--- config.mk ---
export PLATFORM = sky130hd
export DESIGN_NAME = serial_adder
export DESIGN_NICKNAME = d
export VERILOG_FILES = /design/src/rtl/serial_adder_pkg.sv /design/src/rtl/serial_adder_fulladder.sv /design/src/rtl/serial_adder.sv
export SDC_FILE = /design/constraint.sdc
export NUM_CORES = 1
export LEC_CHECK = 0
export ABC_AREA = 1
export CAP_MARGIN = 20
export CORE_MARGIN = 2
export CORE_UTILIZATION = 50
export DETAILED_ROUTE_END_ITERATION = 16
export PLACE_DENSITY = 0.85
export SYNTH_ARGS = -nofsm -noshare
export SYNTH_HDL_FRONTEND = slang
export SYNTH_SLANG_ARGS = --single-unit
export TNS_END_PERCENT = 50
--- constraint.sdc ---
create_clock -name clk -period 1.9 [get_ports clk]
set_input_delay 0.38 -clock clk [delete_from_list [all_inputs] [get_ports clk]]
set_output_delay 0.38 -clock clk [all_outputs]
set_load 0.05 [all_outputs]
--- src/rtl/serial_adder_pkg.sv ---
`default_nettype none
// ============================================================================
// Module      : serial_adder_pkg
// Description : Shared types and constants for the bit-serial adder: the
//               control FSM state encoding and the default operand width.
// Revision    : 1.0 - initial release
// ============================================================================
package serial_adder_pkg;

    // Default operand/result width in bits (legal range 2..32).
    localparam int DEFAULT_WIDTH = 8;

    // Control FSM states; explicit 2-bit encoding.
    typedef enum logic [1:0] {
        IDLE = 2'd0,
        RUN  = 2'd1,
        DONE = 2'd2
    } sa_state_t;

endpackage : serial_adder_pkg
`default_nettype wire

--- src/rtl/serial_adder_fulladder.sv ---
`default_nettype none
// ============================================================================
// Module      : serial_adder_fulladder
// Description : Single-bit full adder cell, the only arithmetic element of
//               the bit-serial adder.
// Revision    : 1.0 - initial release
// ============================================================================
module serial_adder_fulladder (
    input  logic a,
    input  logic b,
    input  logic ci,
    output logic s,
    output logic co
);

    logic w_half;

    // Sum and carry of one bit position.
    always_comb begin
        w_half = a ^ b;
        s      = w_half ^ ci;
        co     = (a & b) | (ci & w_half);
    end

endmodule : serial_adder_fulladder
`default_nettype wire

--- src/rtl/serial_adder.sv ---
`default_nettype none
// ============================================================================
// Module      : serial_adder
// Description : Bit-serial unsigned adder with valid/ready handshakes.
//               An operand set is accepted in IDLE, added LSB-first one bit
//               per clock through a single full-adder cell in RUN, and held
//               in DONE until the consumer takes it.
//               Optional feature macro: SERIAL_ADDER_OVF_EN adds the Ovf
//               output (signed overflow: carry into MSB XOR carry out).
// Revision    : 1.0 - initial release
// ============================================================================
module serial_adder
    import serial_adder_pkg::*;
#(
    parameter int WIDTH = DEFAULT_WIDTH
) (
    input  logic             clk,
    input  logic             rst,
    input  logic             in_valid,
    output logic             in_ready,
    input  logic [WIDTH-1:0] A,
    input  logic [WIDTH-1:0] B,
    input  logic             Cin,
    output logic             out_valid,
    input  logic             out_ready,
    output logic [WIDTH-1:0] Sum,
    output logic             Cout,
    output logic             busy
`ifdef SERIAL_ADDER_OVF_EN
    ,
    output logic             Ovf
`endif
);

    // Counter holds 0..WIDTH without wrapping inside one operation.
    localparam int CNT_W = $clog2(WIDTH + 1);
    localparam logic [CNT_W-1:0] LAST_CNT = CNT_W'(WIDTH - 1);

    // ------------------------------------------------------------------
    // State
    // ------------------------------------------------------------------
    sa_state_t        state_q, state_d;
    logic [WIDTH-1:0] a_q, a_d;
    logic [WIDTH-1:0] b_q, b_d;
    logic [WIDTH-1:0] res_q, res_d;
    logic             carry_q, carry_d;
    logic [CNT_W-1:0] cnt_q, cnt_d;
`ifdef SERIAL_ADDER_OVF_EN
    logic             ovf_q, ovf_d;
`endif

    // Full-adder outputs for the current bit position.
    logic w_fa_s;
    logic w_fa_co;
    logic w_last_bit;

    // ------------------------------------------------------------------
    // Arithmetic: one full-adder cell, operand LSBs plus running carry.
    // ------------------------------------------------------------------
    serial_adder_fulladder u_fa (
        .a  (a_q[0]),
        .b  (b_q[0]),
        .ci (carry_q),
        .s  (w_fa_s),
        .co (w_fa_co)
    );

    assign w_last_bit = (cnt_q == LAST_CNT);

    // ------------------------------------------------------------------
    // Register update with asynchronous reset; aborts any operation.
    // ------------------------------------------------------------------
    always_ff @(posedge clk or posedge rst) begin
        if (rst) begin
            state_q <= IDLE;
            a_q     <= '0;
            b_q     <= '0;
            res_q   <= '0;
            carry_q <= 1'b0;
            cnt_q   <= '0;
`ifdef SERIAL_ADDER_OVF_EN
            ovf_q   <= 1'b0;
`endif
        end else begin
            state_q <= state_d;
            a_q     <= a_d;
            b_q     <= b_d;
            res_q   <= res_d;
            carry_q <= carry_d;
            cnt_q   <= cnt_d;
`ifdef SERIAL_ADDER_OVF_EN
            ovf_q   <= ovf_d;
`endif
        end
    end

    // ------------------------------------------------------------------
    // Next-state and datapath control; everything holds unless changed.
    // ------------------------------------------------------------------
    always_comb begin
        state_d = state_q;
        a_d     = a_q;
        b_d     = b_q;
        res_d   = res_q;
        carry_d = carry_q;
        cnt_d   = cnt_q;
`ifdef SERIAL_ADDER_OVF_EN
        ovf_d   = ovf_q;
`endif

        unique case (state_q)
            IDLE: begin
                // Capture the operand set; later input changes are ignored.
                if (in_valid) begin
                    a_d     = A;
                    b_d     = B;
                    carry_d = Cin;
                    cnt_d   = '0;
                    res_d   = '0;
`ifdef SERIAL_ADDER_OVF_EN
                    ovf_d   = 1'b0;
`endif
                    state_d = RUN;
                end
            end

            RUN: begin
                // Sum bit enters at the MSB so bit 0 lands at position 0
                // after WIDTH shifts.
                res_d   = {w_fa_s, res_q[WIDTH-1:1]};
                carry_d = w_fa_co;
                a_d     = {1'b0, a_q[WIDTH-1:1]};
                b_d     = {1'b0, b_q[WIDTH-1:1]};
                cnt_d   = cnt_q + 1'b1;
                if (w_last_bit) begin
`ifdef SERIAL_ADDER_OVF_EN
                    // carry_q is the carry into the MSB at this point.
                    ovf_d   = carry_q ^ w_fa_co;
`endif
                    state_d = DONE;
                end
            end

            DONE: begin
                // Result held until the consumer accepts it.
                if (out_ready) begin
                    state_d = IDLE;
                end
            end

            default: begin
                state_d = IDLE;
            end
        endcase
    end

    // ------------------------------------------------------------------
    // Outputs decoded directly from registered state.
    // ------------------------------------------------------------------
    assign in_ready  = (state_q == IDLE);
    assign out_valid = (state_q == DONE);
    assign busy      = (state_q == RUN);
    assign Sum       = res_q;
    assign Cout      = carry_q;
`ifdef SERIAL_ADDER_OVF_EN
    assign Ovf       = ovf_q;
`endif

endmodule : serial_adder
`default_nettype wire

==> results by group <==
Detailed routing
  • Detailed-route via count: 1337
  • Total Wirelength: 3321 µm
  • Wire length per cell: 13.90 µm
  • DR pass1 iterations: 4
  • DRC viols: 0
  • DR vias/cell: 5.594
  • ANT nets after route: 0
  • Initial drt markers: 51

Floorplan
  • Starting density of the core: 52.27%
  • I/O pin cnt: 33
  • DIE WIDTH: 57.46 µm
  • Die Y: 57.46 µm
  • Die area: 0.003301 mm²
  • Row Count: 19
  • Core Region: 0.002734 mm²

Worst setup path
  • Reg2reg setup slack: 530 ps
  • CP max FO: 9
  • CP max stage cell: dfrtp_1
  • CP delay by family, top: flip-flops
  • Setup CP Type: flip-flop to output pin
  • CP endpoint kind: output pin
  • Critical path launch point type: flip-flop
  • Slowest stage delay, CP: 440 ps
  • CP Buf/Inv Count: 1
  • Worst path arrival time: 1370 ps
  • Required @ worst endpoint: 1520 ps
  • Critical-path cell list: nor2_2 -> buf_12

Synth
  • Synth Cell Area: 0.001429 mm²
  • Dominant synthesized flop cell: dfrtp_1
  • Yosys warns: 0
  • Yosys top cell area share: 54.29%
  • Post-synthesis register bit count: 31
  • Post-synthesis area per instance: 8.455 µm²
  • Synth area leaders: dfrtp_1 (54%), nand3_1 (19%), nand2_1 (10%)
  • Post-synthesis net count: 192
  • Synth cell count leaders: nand3_1 (54), nand2_1 (38), dfrtp_1 (31)
  • Netlist cell types: 17
  • Post-synthesis sequential area ratio: 54.29%
  • Post-synth top area cell: dfrtp_1
  • EDFF count, synth: 0
  • Most numerous cell in the Yosys netlist: nand3_1
  • Share of flip-flops with an asynchronous set or reset: 100.0%
  • Mapped Cells: 169

GRT
  • Global routing usage on met3: 7.256%
  • Global route overflow: 0
  • First-pass GRT wire length: 5616 µm
  • Initial antenna violation count: 0
  • Total GRT Usage: 22.44%
  • Largest net degree at the start of global routing: 32
  • Met2 Usage GRT: 36.69%
  • Vias in the first global route: 1261
  • Most Crowded Layer GR: met2
  • Grt met1 use: 27.95%

STA
  • Fmax: 570.6 MHz
  • Setup TNS: 0 ps
  • Relative slew slack: 64.88%
  • Final Setup Violations: 0
  • Tcrit/Tclk final: 92.24%
  • Clk_skew: 6.823 ps
  • Tightest Pin Transition: 525.9 ps
  • Slew Viols, Final: 0
  • RSZ-0062 raised after global routing: false
  • Hold Fails Final Rpt: 0
  • Min Tclk post-route: 1753 ps

Placed design
  • Placer Congestion: 0.8018
  • Post-DP HPWL: 2367 µm
  • Port bufs: 32

CTS
  • Clock Latency Late Sink: 340 ps
  • CTS tree: yes
  • Clock transition at path regs: 100 ps
  • Root Buffer: clkbuf_4
  • Sink Count: 31
  • Post-CTS Setup Bufs: 0
  • Hold buffers post-CTS: 0
  • Clock H-tree levels: 2
  • Clk buf depth: 2
  • TritonCTS Buffers: 5

Power
  • Leak: 1.038 nW
  • Power per Cell Area: 1567 mW/mm²
  • VDD IR max: 0.001138 V

Final layout
  • N_diodes: 0
  • Final design utilization: 68.83%
  • Synth-to-layout area growth: 31.70%
  • Share of layout cells above drive strength 1: 10.10%
  • NumNets Final: 230

Outcome
  • Outcome: finished, final reports clean

Flow run
  • Max-cap violations: 0

Hold path
  • Tightest Hold Check Type: input port to asynchronous set/reset pin
## cell type report
class / instances / area [µm²]
clock buffers: 7 / 45.04
clock inverters: 1 / 5.005
fillers: 215 / 852.1
inverters: 17 / 63.81
multi-input cells: 112 / 540.5
flip-flops and latches: 31 / 775.7
well taps: 31 / 38.79
repair buffers: 40 / 412.9
## state kept, by name, summed over array words and instances (netlist names)
signal and flops:
Cout 1, Sum 8, a_q 8, b_q 8
cnt_q 4, state_q 2
## worst register-to-register path, cell delays in order (launching register included)
cell and delay [ps]:
dfrtp_1 440, inv_2 110, nand2_1 250, buf_4 280, o21ai_0 210
## cell usage in the layout (no fill, tap or decap), drive strengths merged
| cell type | instances |
|---|---|
| ha | 1 |
| nand2 | 39 |
| clkbuf | 7 |
| nor2 | 7 |
| clkinv | 1 |
| fa | 1 |
| buf | 11 |
| dlygate4sd2 | 2 |
| inv | 17 |
| dfrtp | 31 |
| clkdlybuf4s50 | 20 |
| dlymetal6s2s | 7 |
| nand3 | 54 |
| or2 | 2 |
| o21ai | 2 |
| o22ai | 6 |
## per-layer routing
layer / vias to the layer above / routed length, µm
met1: 638 / 1337
met4: 0 / 64
met2: 55 / 1678
met5: - / 0
met3: 11 / 240
li1: 633 / -
## power by group
group	internal (W)	leakage, nW	switching [W]	total, W
Clock	0.000144	0.0293	0.000229	0.000373
Sequential	0.000904	0.406	0.000152	0.00106
Combinational	0.000555	0.602	0.000964	0.00152
## what timing repair did
| item | 4_1_cts | 5_1_grt |
|---|---|---|
| gates cloned | 0 | 0 |
| resized for setup | 2 | 7 |
| setup endpoints to repair | 2 | 7 |
## per-stage QoR
stage / setup WS [ps] / area (µm²) / cells / hold WS (ps) / total power, W
floorplan: 406.5 / 1429 / 169 / 465.8 / 0.002070
global placement: 357.9 / 1817 / 231 / 476.8 / 0.002529
detailed placement: 287.8 / 1817 / 231 / 481.4 / 0.002599
CTS: 2.153 / 1864 / 239 / 422.0 / 0.002962
global route: 58.22 / 1882 / 239 / 432.1 / 0.003158
finish: 147.3 / 1882 / 239 / 411.6 / 0.002948
## final timing paths
kind / endpoint / from / cells past startpoint
setup / recovery: busy / state_q[1]$_DFFE_PP0P_ / 2
hold / removal: Sum[3]$_DFFE_PP0P_ / rst / 3
max in group asynchronous: cnt_q[2]$_DFFE_PP0P_ / rst / 3
setup reg to reg: Sum[1]$_DFFE_PP0P_ / state_q[1]$_DFFE_PP0P_ / 4
hold reg to reg: a_q[2]$_DFFE_PP0P_ / a_q[3]$_DFFE_PP0P_ / 2
min in group clk: a_q[2]$_DFFE_PP0P_ / a_q[3]$_DFFE_PP0P_ / 2
## kinds of logic (layout without fill, tap and decap cells)
family | count (synthesis) | in the layout | share of synthesized area (%)
buffers and inverters | 26 | 65 | 7.880
DFF | 31 | 31 | 54.29
AOI/OAI and AO/OA | 8 | 8 | 3.328
adders and majority gates | 2 | 2 | 2.277
and+or+nand+nor | 102 | 102 | 32.23
No activity file was read; power rests on OpenSTA's default activity.
